### src/rtl/matmul_sequencer_if.sv
`default_nettype none
// ============================================================================
// Module   : matmul_sequencer_if
// Purpose  : Command, operand-memory, datapath and result-memory signals of the
//            matmul sequencer. Suffixes give direction as seen by the sequencer.
// Revision : 1.0
// ============================================================================
interface matmul_sequencer_if #(
  parameter int COLS_B = 2,
  parameter int AW     = 10
);
  logic                  start_i;
  logic [AW-1:0]         a_base_i;
  logic [AW-1:0]         b_base_i;
  logic [AW-1:0]         r_base_i;
  logic                  busy_o;
  logic                  done_o;
  logic                  mem_rd_en_o;
  logic [AW-1:0]         mem_addr_o;
  logic [31:0]           mem_rdata_i;
  logic [31:0]           mm_cell_o;
  logic                  mm_cell_stb_o;
  logic [32*COLS_B-1:0]  mm_row_o;
  logic                  mm_row_stb_o;
  logic                  mm_ready_i;
  logic [32*COLS_B-1:0]  mm_out_row_i;
  logic                  mm_out_stb_i;
  logic                  res_we_o;
  logic [AW-1:0]         res_addr_o;
  logic [32*COLS_B-1:0]  res_wdata_o;

  modport master (
    input  start_i, a_base_i, b_base_i, r_base_i,
    output busy_o, done_o,
    output mem_rd_en_o, mem_addr_o,
    input  mem_rdata_i,
    output mm_cell_o, mm_cell_stb_o, mm_row_o, mm_row_stb_o,
    input  mm_ready_i, mm_out_row_i, mm_out_stb_i,
    output res_we_o, res_addr_o, res_wdata_o
  );

  modport slave (
    output start_i, a_base_i, b_base_i, r_base_i,
    input  busy_o, done_o,
    input  mem_rd_en_o, mem_addr_o,
    output mem_rdata_i,
    input  mm_cell_o, mm_cell_stb_o, mm_row_o, mm_row_stb_o,
    output mm_ready_i, mm_out_row_i, mm_out_stb_i,
    input  res_we_o, res_addr_o, res_wdata_o
  );
endinterface
`default_nettype wire

### src/rtl/matmul_sequencer.sv
`default_nettype none
// ============================================================================
// Module   : matmul_sequencer
// Purpose  : Sequences C = A x B through the row-parallel FP multiplier datapath:
//            fetches A cells / B rows, issues them, writes finished C rows.
// Revision : 1.0
// ============================================================================
module matmul_sequencer #(
  parameter int ROWS_A = 2,
  parameter int COLS_A = 2,
  parameter int COLS_B = 2,
  parameter int AW     = 10
) (
  input  wire logic          clk,
  input  wire logic          rst,
  matmul_sequencer_if.master bus
);

  localparam int IW = (ROWS_A > 1) ? $clog2(ROWS_A) : 1;
  localparam int KW = (COLS_A > 1) ? $clog2(COLS_A) : 1;
  localparam int JW = $clog2(COLS_B + 1);
  localparam int RW = 32 * COLS_B;

  typedef enum logic [2:0] {
    S_IDLE     = 3'd0,
    S_FETCH_A  = 3'd1,
    S_FETCH_B  = 3'd2,
    S_ISSUE    = 3'd3,
    S_WAIT_OUT = 3'd4,
    S_WRITE    = 3'd5,
    S_DONE     = 3'd6
  } state_t;

  state_t        state_q;
  logic [AW-1:0] a_base_q, b_base_q, r_base_q;
  logic [IW-1:0] i_q;
  logic [KW-1:0] k_q;
  logic [JW-1:0] j_q;
  logic          out_pending_q;
  logic          busy_q, done_q;
  logic          mem_rd_en_q;
  logic [AW-1:0] mem_addr_q;
  logic [31:0]   mm_cell_q;
  logic          mm_cell_stb_q, mm_row_stb_q;
  logic [RW-1:0] mm_row_q;
  logic          res_we_q;
  logic [AW-1:0] res_addr_q;
  logic [RW-1:0] res_wdata_q;

  // Row-major layouts; sums deliberately truncate to AW bits so addresses wrap.
  function automatic logic [AW-1:0] a_addr(input logic [AW-1:0] base, input int ii, input int kk);
    return base + AW'(ii * COLS_A + kk);
  endfunction

  function automatic logic [AW-1:0] b_addr(input logic [AW-1:0] base, input int kk, input int jj);
    return base + AW'(kk * COLS_B + jj);
  endfunction

  always_ff @(posedge clk) begin
    if (rst) begin
      state_q       <= S_IDLE;
      a_base_q      <= '0;
      b_base_q      <= '0;
      r_base_q      <= '0;
      i_q           <= '0;
      k_q           <= '0;
      j_q           <= '0;
      out_pending_q <= 1'b0;
      busy_q        <= 1'b0;
      done_q        <= 1'b0;
      mem_rd_en_q   <= 1'b0;
      mem_addr_q    <= '0;
      mm_cell_q     <= '0;
      mm_cell_stb_q <= 1'b0;
      mm_row_stb_q  <= 1'b0;
      mm_row_q      <= '0;
      res_we_q      <= 1'b0;
      res_addr_q    <= '0;
      res_wdata_q   <= '0;
    end else begin
      // The datapath may finish a row before the FSM reaches WAIT_OUT.
      if (busy_q && bus.mm_out_stb_i) begin
        res_wdata_q   <= bus.mm_out_row_i;
        out_pending_q <= 1'b1;
      end

      case (state_q)
        S_IDLE: begin
          if (bus.start_i) begin
            a_base_q    <= bus.a_base_i;
            b_base_q    <= bus.b_base_i;
            r_base_q    <= bus.r_base_i;
            busy_q      <= 1'b1;
            i_q         <= '0;
            k_q         <= '0;
            j_q         <= '0;
            mem_rd_en_q <= 1'b1;
            mem_addr_q  <= a_addr(bus.a_base_i, 0, 0);
            state_q     <= S_FETCH_A;
          end
        end

        S_FETCH_A: begin
          if (j_q == '0) begin
            mem_rd_en_q <= 1'b0;
            j_q         <= JW'(1);
          end else begin
            mm_cell_q   <= bus.mem_rdata_i;
            j_q         <= '0;
            mem_rd_en_q <= 1'b1;
            mem_addr_q  <= b_addr(b_base_q, int'(k_q), 0);
            state_q     <= S_FETCH_B;
          end
        end

        // j_q counts the read being issued; word j_q-1 lands this cycle.
        S_FETCH_B: begin
          if (j_q != '0) begin
            mm_row_q[32*(int'(j_q)-1) +: 32] <= bus.mem_rdata_i;
          end
          if (int'(j_q) + 1 < COLS_B) begin
            mem_rd_en_q <= 1'b1;
            mem_addr_q  <= b_addr(b_base_q, int'(k_q), int'(j_q) + 1);
          end else begin
            mem_rd_en_q <= 1'b0;
          end
          if (int'(j_q) == COLS_B) begin
            j_q           <= '0;
            mm_cell_stb_q <= 1'b1;
            mm_row_stb_q  <= 1'b1;
            state_q       <= S_ISSUE;
          end else begin
            j_q <= j_q + JW'(1);
          end
        end

        S_ISSUE: begin
          if (bus.mm_ready_i) begin
            mm_cell_stb_q <= 1'b0;
            mm_row_stb_q  <= 1'b0;
            if (int'(k_q) < COLS_A - 1) begin
              k_q         <= k_q + KW'(1);
              mem_rd_en_q <= 1'b1;
              mem_addr_q  <= a_addr(a_base_q, int'(i_q), int'(k_q) + 1);
              state_q     <= S_FETCH_A;
            end else begin
              state_q <= S_WAIT_OUT;
            end
          end
        end

        S_WAIT_OUT: begin
          if (out_pending_q) begin
            res_we_q   <= 1'b1;
            res_addr_q <= r_base_q + AW'(int'(i_q));
            state_q    <= S_WRITE;
          end
        end

        S_WRITE: begin
          res_we_q      <= 1'b0;
          out_pending_q <= 1'b0;
          if (int'(i_q) < ROWS_A - 1) begin
            i_q         <= i_q + IW'(1);
            k_q         <= '0;
            mem_rd_en_q <= 1'b1;
            mem_addr_q  <= a_addr(a_base_q, int'(i_q) + 1, 0);
            state_q     <= S_FETCH_A;
          end else begin
            done_q  <= 1'b1;
            state_q <= S_DONE;
          end
        end

        S_DONE: begin
          done_q  <= 1'b0;
          busy_q  <= 1'b0;
          state_q <= S_IDLE;
        end

        default: state_q <= S_IDLE;
      endcase
    end
  end

  assign bus.busy_o        = busy_q;
  assign bus.done_o        = done_q;
  assign bus.mem_rd_en_o   = mem_rd_en_q;
  assign bus.mem_addr_o    = mem_addr_q;
  assign bus.mm_cell_o     = mm_cell_q;
  assign bus.mm_cell_stb_o = mm_cell_stb_q;
  assign bus.mm_row_o      = mm_row_q;
  assign bus.mm_row_stb_o  = mm_row_stb_q;
  assign bus.res_we_o      = res_we_q;
  assign bus.res_addr_o    = res_addr_q;
  assign bus.res_wdata_o   = res_wdata_q;

endmodule
`default_nettype wire

### src/flat_wrapper.sv
// flat-port wrapper written by rule: the top's interface ports become plain ports
module matmul_sequencer_flat 
#(
  parameter int ROWS_A = 2,
  parameter int COLS_A = 2,
  parameter int COLS_B = 2,
  parameter int AW     = 10
)
  (clk, rst, bus_start_i, bus_a_base_i, bus_b_base_i, bus_r_base_i, bus_busy_o, bus_done_o, bus_mem_rd_en_o, bus_mem_addr_o, bus_mem_rdata_i, bus_mm_cell_o, bus_mm_cell_stb_o, bus_mm_row_o, bus_mm_row_stb_o, bus_mm_ready_i, bus_mm_out_row_i, bus_mm_out_stb_i, bus_res_we_o, bus_res_addr_o, bus_res_wdata_o);
  matmul_sequencer_if #(.COLS_B(COLS_B), .AW(AW)) bus_i ();
  input  wire logic clk;
  input  wire logic rst;
  input wire logic [$bits(bus_i.start_i)-1:0] bus_start_i;
  input wire logic [$bits(bus_i.a_base_i)-1:0] bus_a_base_i;
  input wire logic [$bits(bus_i.b_base_i)-1:0] bus_b_base_i;
  input wire logic [$bits(bus_i.r_base_i)-1:0] bus_r_base_i;
  output wire logic [$bits(bus_i.busy_o)-1:0] bus_busy_o;
  output wire logic [$bits(bus_i.done_o)-1:0] bus_done_o;
  output wire logic [$bits(bus_i.mem_rd_en_o)-1:0] bus_mem_rd_en_o;
  output wire logic [$bits(bus_i.mem_addr_o)-1:0] bus_mem_addr_o;
  input wire logic [$bits(bus_i.mem_rdata_i)-1:0] bus_mem_rdata_i;
  output wire logic [$bits(bus_i.mm_cell_o)-1:0] bus_mm_cell_o;
  output wire logic [$bits(bus_i.mm_cell_stb_o)-1:0] bus_mm_cell_stb_o;
  output wire logic [$bits(bus_i.mm_row_o)-1:0] bus_mm_row_o;
  output wire logic [$bits(bus_i.mm_row_stb_o)-1:0] bus_mm_row_stb_o;
  input wire logic [$bits(bus_i.mm_ready_i)-1:0] bus_mm_ready_i;
  input wire logic [$bits(bus_i.mm_out_row_i)-1:0] bus_mm_out_row_i;
  input wire logic [$bits(bus_i.mm_out_stb_i)-1:0] bus_mm_out_stb_i;
  output wire logic [$bits(bus_i.res_we_o)-1:0] bus_res_we_o;
  output wire logic [$bits(bus_i.res_addr_o)-1:0] bus_res_addr_o;
  output wire logic [$bits(bus_i.res_wdata_o)-1:0] bus_res_wdata_o;
  assign bus_i.start_i = bus_start_i;
  assign bus_i.a_base_i = bus_a_base_i;
  assign bus_i.b_base_i = bus_b_base_i;
  assign bus_i.r_base_i = bus_r_base_i;
  assign bus_busy_o = bus_i.busy_o;
  assign bus_done_o = bus_i.done_o;
  assign bus_mem_rd_en_o = bus_i.mem_rd_en_o;
  assign bus_mem_addr_o = bus_i.mem_addr_o;
  assign bus_i.mem_rdata_i = bus_mem_rdata_i;
  assign bus_mm_cell_o = bus_i.mm_cell_o;
  assign bus_mm_cell_stb_o = bus_i.mm_cell_stb_o;
  assign bus_mm_row_o = bus_i.mm_row_o;
  assign bus_mm_row_stb_o = bus_i.mm_row_stb_o;
  assign bus_i.mm_ready_i = bus_mm_ready_i;
  assign bus_i.mm_out_row_i = bus_mm_out_row_i;
  assign bus_i.mm_out_stb_i = bus_mm_out_stb_i;
  assign bus_res_we_o = bus_i.res_we_o;
  assign bus_res_addr_o = bus_i.res_addr_o;
  assign bus_res_wdata_o = bus_i.res_wdata_o;
  matmul_sequencer #(.ROWS_A(ROWS_A), .COLS_A(COLS_A), .COLS_B(COLS_B), .AW(AW)) u_core (.clk(clk), .rst(rst), .bus(bus_i));
endmodule
### config.mk
export PLATFORM = sky130hd
export DESIGN_NAME = matmul_sequencer_flat
export DESIGN_NICKNAME = d
export VERILOG_FILES = /design/src/rtl/matmul_sequencer_if.sv /design/src/rtl/matmul_sequencer.sv /design/src/flat_wrapper.sv
export SDC_FILE = /design/constraint.sdc
export NUM_CORES = 1
export LEC_CHECK = 0
export CORE_UTILIZATION = 40
export CTS_CLUSTER_DIAMETER = 150
export CTS_CLUSTER_SIZE = 30
export DETAILED_ROUTE_END_ITERATION = 10
export GPL_ROUTABILITY_DRIVEN = 1
export GPL_TIMING_DRIVEN = 0
export HOLD_SLACK_MARGIN = 0.1
export PLACE_DENSITY = 0.71
export SYNTH_ARGS = -nofsm -noshare
export SYNTH_HDL_FRONTEND = slang
export SYNTH_SLANG_ARGS = --single-unit
### constraint.sdc
create_clock -name clk -period 4.05 [get_ports clk]
set_input_delay 1.215 -clock clk [delete_from_list [all_inputs] [get_ports clk]]
set_output_delay 1.215 -clock clk [all_outputs]
set_load 0.1 [all_outputs]
==> impl_metrics.toml, run 1 <==
[status]
status = "complete, no violations"

[pwr]
switching_power_uw = 2870
p_seq_share_pct = 38.8
internal-power_uw = 3700
p_clk_share_pct = 18.7
power_frac_comb_pct = 42.5
swShare_pct = 43.7
power_density_nw_per_um2 = 490
ir_drop_uv = 388
p_leak_uw = 0.00459

[critical_path]
endpoint = "u_core.bus.mem_addr_o[8]"
r2r_start = "u_core.j_q[0]"
ff2ff_path_depth = 9
cp_data_required_time_ns = 4.39
path_class = "flip-flop to flip-flop"
reg2reg_to = "u_core.bus.mem_addr_o[8]"
crit_path_start_kind = "flip-flop"
path_max_fanout = 7
crit_start = "u_core.j_q[0]"
cp.arrival_ns = 3.70
cp-end-kind = "flip-flop"
r2r_setup_slack_ns = 0.69

[grt]
grt_max_degree = 31
antenna_found_initial = 1
grt-ovfl-total = 0
grt_pass1_vias = 9024
grt_usage_pct = 25.6
grt_pass1_wl_um = 49200

[die]
core-area_um2 = 23400
std_cell_rows = 56
dieArea_um2 = 24500
die_x_um = 156
io_pins = 317
die_y_um = 156
start_util_pct = 40.8

[clocking]
cts_sinks = 223
insertion_delay_ns = 0.47
cts-hold-fix-buffers = 0
clock_path_buffers = 3
cts_tree = "done"
htree_levels = 1
clkTransAtPathRegs_ns = 0.12
post_cts_buffers = 0
root_buffer = "clkbuf_16"
cts_resized = 0
cts_buffers = 11

[sta]
finalSetupViolCount = 0
finalHoldViolCount = 0
slew_headroom_pct = 26.7
fin_crit_sh_pct = 83.0
whs_ns = 0.457
finalMaxSlewViolations = 0
rsz0062_at_grt = "no"
tightestPinTransition_ns = 1.09
fmax_mhz = 297
tns_ns = 0
finalCriticalPeriod_ns = 3.36
fin_skew_ns = 0.0197

[detailed_routing]
totalWireLength_um = 32100
avgRoutedWirePerCell_um = 17.3
vias = 9716
antenna_left = 0
drc_errors = 0
drt_iter0_drc = 577
via_per_inst = 5.25
firstDrtPassIters = 5

[logic_synthesis]
syn-mean-instance-area_um2 = 7.93
synth_async_sr_flop_share_pct = 0
ys_ff_latch = 223
ys_top_cells_by_area = "dfxtp_1, nand2_1, a21oi_1, nand3_1, ha_1"
synth_flop_cell = "dfxtp_1"
synth_common_cells = "nand2_1, dfxtp_1, a21oi_1, nand3_1, clkbuf_1"
yosysWarnings = 0
netlist_area_um2 = 9540
synth_top_cell_area_share_pct = 46.8
yosysMostFrequentCell = "nand2_1"
ys_types = 74
synth.net_count = 1360
synth_largest_area_cell = "dfxtp_1"
synthCells = 1203
ys_seq_area_share_pct = 46.8
synth-edff-count = 0

[flow_run]
max_cap_viol_count = 0

[placement]
portBuffers = 316
hpwlAfterDp_um = 24500
gp_congestion = 0.928
place_area_um2 = 13100

[layout]
drive_gt1_share_pct = 3.27
final_cell_area_um2 = 13400
syn_to_final_growth_pct = 40.5
fin_nets = 1689

[hold_path]
hold_class = "flip-flop to flip-flop"
[how the worst min path moves through the flow]
| stage | from | endpoint | slack [ns] | cells past startpoint |
|---|---|---|---|---|
| after global routing | u_core.bus.mm_row_o[29] | u_core.bus.mm_row_o[29] | 0.47 | 2 |
| after floorplan | u_core.r_base_q[0] | u_core.r_base_q[0] | 0.44 | 2 |
| final | u_core.bus.mm_row_o[29] | u_core.bus.mm_row_o[29] | 0.46 | 2 |
| after detailed placement | u_core.bus.mm_row_o[60] | u_core.bus.mm_row_o[60] | 0.44 | 2 |
| after global placement | u_core.bus.mm_row_o[40] | u_core.bus.mm_row_o[40] | 0.44 | 2 |
| after CTS | u_core.bus.mm_row_o[60] | u_core.bus.mm_row_o[60] | 0.46 | 2 |
[placed cells by master, fill, tap and decap left out, drive strengths merged, types with 3 or more instances in the layout]
cell type / synthesis / layout
or3: 3 / 3
xnor2: 11 / 11
clkdlybuf4s50: 0 / 316
nor4: 4 / 4
nand3: 81 / 81
clkbuf: 66 / 77
nand2b: 3 / 3
a22oi: 7 / 7
a31oi: 4 / 4
nand2: 344 / 344
or3b: 3 / 3
nand3b: 4 / 4
mux2: 3 / 3
xor2: 9 / 9
mux2i: 6 / 6
a211oi: 13 / 13
fa: 5 / 5
dfxtp: 223 / 223
a2111oi: 4 / 4
nor2b: 3 / 3
o21ai: 17 / 17
buf: 29 / 29
inv: 17 / 18
o21a: 3 / 3
and2: 3 / 3
nor3b: 3 / 3
ha: 21 / 21
and3: 5 / 5
nor2: 37 / 37
nand4: 7 / 7
nor3: 9 / 9
o211ai: 3 / 3
a221oi: 3 / 3
a21oi: 210 / 210
[flip-flops by register name (all words and copies together), names as in the netlist, 10 cells and up]
name	count
u_core.bus.mem_addr_o	10
u_core.r_base_q	10
u_core.b_base_q	10
u_core.bus.res_wdata_o	64
u_core.bus.mm_row_o	64
u_core.a_base_q	10
u_core.bus.res_addr_o	10
u_core.bus.mm_cell_o	32
[worst max-delay path, stage by stage, from the launching register on]
cell,delay [ns]
dfxtp_1,0.47
inv_1,0.19
ha_1,0.41
fa_1,0.51
ha_1,0.20
a211o_1,0.21
nand2_1,0.09
a311o_1,0.34
a2111oi_0,0.65
a211oi_1,0.17
[layer usage]
| layer | vias up | global-route usage, % | wire length, µm |
|---|---|---|---|
| li1 | 4741 | - | - |
| met2 | 426 | 43.5 | 15300 |
| met1 | 4507 | 32.1 | 13100 |
| met4 | 0 | 7.19 | 739 |
| met3 | 42 | 6.31 | 2900 |
| met5 | - | 0 | 0 |
[per-stage QoR]
stage / power (µW) / setup WS (ns) / instances / utilization, %
6_report: 6570 / 0.687 / 1851 / 57.2
2_1_floorplan: 4560 / 1.20 / 1203 / -
4_1_cts: 6600 / 0.678 / 1850 / 57.2
3_5_place_dp: 5370 / 0.506 / 1838 / 56.0
3_3_place_gp: 5360 / 0.446 / 1838 / 56.0
5_1_grt: 6860 / 0.437 / 1851 / 57.2
[cell families (layout without fill, tap and decap cells)]
| group | count (synthesis) | count (layout) | share of synthesized area, % |
|---|---|---|---|
| buffers and inverters | 112 | 440 | 5.35 |
| AO/OA/AOI/OAI | 293 | 293 | 17.7 |
| AND/OR/NAND/NOR | 520 | 520 | 23.5 |
| adder cells (fa/ha/maj) | 26 | 26 | 3.80 |
| flip-flops | 223 | 223 | 46.8 |
| other | 0 | 1 | 0 |
| XOR/XNOR | 20 | 20 | 1.84 |
| multiplexers | 9 | 9 | 1.02 |
[power by group through the flow]
stage                     Sequential (µW)  Combinational (µW)  Clock (µW)
final                                2550                2790        1230
after global routing                 2580                2960        1320
after CTS                            2550                2780        1270
after detailed placement             2600                2770           0
after global placement               2590                2770           0
after floorplan                      3560                 999           0
[layout make-up]
type,instances,area [µm²]
Antenna cell,1,2.50
Buffer,95,447
Clock buffer,11,275
Clock inverter,1,20.0
Fill cell,2233,10000
Inverter,17,63.8
Multi-Input combinational cell,868,4560
Sequential cell,223,4460
Tap cell,319,399
Timing Repair Buffer,316,3160
No activity file was read; power rests on OpenSTA's default activity.
==> inputs of run 2 (changes only) <==
clock period = 3.5 ns   (was 4.05 ns; I/O delays follow)
==> impl_metrics.toml, run 2 (synthesized netlist as in run 1, its figures left out) <==
[grt]
grt_max_degree = 31
top_usage_layer = "met2"
global_route.usage.met2_pct = 43.5
use_met3_pct = 6.31
met1_usage_pct = 32.1
antenna_found_initial = 1
grt_usage_pct = 25.6
grt_pass1_wl_um = 49200
grt-ovfl-total = 0
grt_pass1_vias = 9024

[layout]
fin_cells = 1851
fin_nets = 1689
final_cell_area_um2 = 13400
multi_input_area_um2 = 4570
final_util_pct = 57.3
register_area_um2 = 4470
layout_commonest_cell = "nand2_1"
nFillCells = 2233
syn_to_final_growth_pct = 40.5
mostFrequentLayoutCells = "nand2_1, clkdlybuf4s50_1, dfxtp_1, a21oi_1, nand3_1"
drive_gt1_share_pct = 3.46

[sta]
fmax_mhz = 305
finalCriticalPeriod_ns = 3.28
fin_skew_ns = 0.0188
fin_crit_sh_pct = 93.6
slew_headroom_pct = 24.9
tns_ns = 0
finalMaxSlewViolations = 0
finalSetupViolCount = 0
finalHoldViolCount = 0
rsz0062_at_grt = "no"
tightestPinTransition_ns = 1.12

[detailed_routing]
via_per_inst = 5.25
avgRoutedWirePerCell_um = 17.3
drt_iter0_drc = 578
totalWireLength_um = 32100
antenna_left = 0
drc_errors = 0
firstDrtPassIters = 5
vias = 9712

[critical_path]
path_cells = "inv_1 -> ha_1 -> fa_1 -> ha_1 -> a211o_1 -> nand2_1 -> a311o_1 -> a2111oi_1 -> a211oi_1"
cp.arrival_ns = 3.61
cp_data_required_time_ns = 3.84
path_max_fanout = 7
cpMostUsedCell = "ha_1"
path_class = "flip-flop to flip-flop"
worst_path_max_delay_cell = "a2111oi_1"
cp-end-kind = "flip-flop"
cpPeakStageDelay_ns = 0.55
crit_path_start_kind = "flip-flop"

[pwr]
power_density_nw_per_um2 = 567
ir_drop_uv = 448
p_leak_uw = 0.00459

[clocking]
clkTransAtPathRegs_ns = 0.12
cts_sinks = 223
insertion_delay_ns = 0.47
root_buffer = "clkbuf_16"
cts_buffers = 11
cts-hold-fix-buffers = 0
clock_path_buffers = 3
cts_tree = "done"
htree_levels = 1

[placement]
hpwlAfterDp_um = 24500
portBuffers = 316
dp.cells = 1838
place_area_um2 = 13100
gp_congestion = 0.928

[die]
die_y_um = 156
std_cell_rows = 56
dieArea_um2 = 24500
start_util_pct = 40.8
io_pins = 317
die_x_um = 156
core-area_um2 = 23400

[status]
status = "complete, no violations"

[flow_run]
max_cap_viol_count = 0

[hold_path]
hold_class = "flip-flop to flip-flop"
## run 2: cell count changes in the layout (fill, tap and decap cells not counted)
cell and change:
nor2b_1 -1, a2111oi_0 -1, dfxtp_2 +2, dfxtp_1 -2, a2111oi_1 +1, nor2b_2 +1
## run 2: final cells by class
cell class / instances / share of cell area, %
Sequential cell: 223 / 33.3
Timing Repair Buffer: 316 / 23.6
Buffer: 95 / 3.33
Inverter: 17 / 0.476
Tap cell: 319 / 2.98
Multi-Input combinational cell: 868 / 34.1
Clock inverter: 1 / 0.149
Clock buffer: 11 / 2.05
Antenna cell: 1 / 0.0187
## run 2: timing repair
item,CTS,global route
resized for setup,0,4
setup buffers,0,0
setup endpoints to repair,0,2
## run 2: report_power, final
group	internal, µW	switching, µW	leakage, µW
combinational	917	2320	0.00263
clock	589	828	0.000145
sequential	2780	176	0.00181
total	4280	3320	0.00459
## run 2: final timing paths
path / start / end / slack (ns) / cells past startpoint
worst min register to register: u_core.bus.mm_row_o[29] / u_core.bus.mm_row_o[29] / 0.46 / 2
worst max-delay path: u_core.j_q[0] / u_core.bus.mem_addr_o[8] / 0.22 / 9
worst min-delay path: u_core.bus.mm_row_o[29] / u_core.bus.mm_row_o[29] / 0.46 / 2
worst max register to register: u_core.j_q[0] / u_core.bus.mem_addr_o[8] / 0.22 / 9
## run 2: worst max-delay path, delay by kind of cell, from the launching register on
family / cells / cell delay (ns)
AOI/OAI and AO/OA: 4 / 1.26
adders and majority gates: 3 / 1.12
DFF: 1 / 0.47
buffers and inverters: 1 / 0.19
and+or+nand+nor: 1 / 0.09
## run 2: layer usage
layer	vias to the layer above	part of all wire, %
met2	416	48
met5	-	0
met4	0	2.4
met1	4514	41
met3	47	8.8
li1	4735	-
## run 2: stage by stage
step | hold WS, ns | setup slack, ns | power (µW)
2_1_floorplan | 0.440 | 0.653 | 5280
3_3_place_gp | 0.437 | 0.0611 | 6210
3_5_place_dp | 0.443 | 0.121 | 6220
4_1_cts | 0.459 | 0.164 | 7640
5_1_grt | 0.471 | 0.0396 | 7940
6_report | 0.457 | 0.224 | 7600
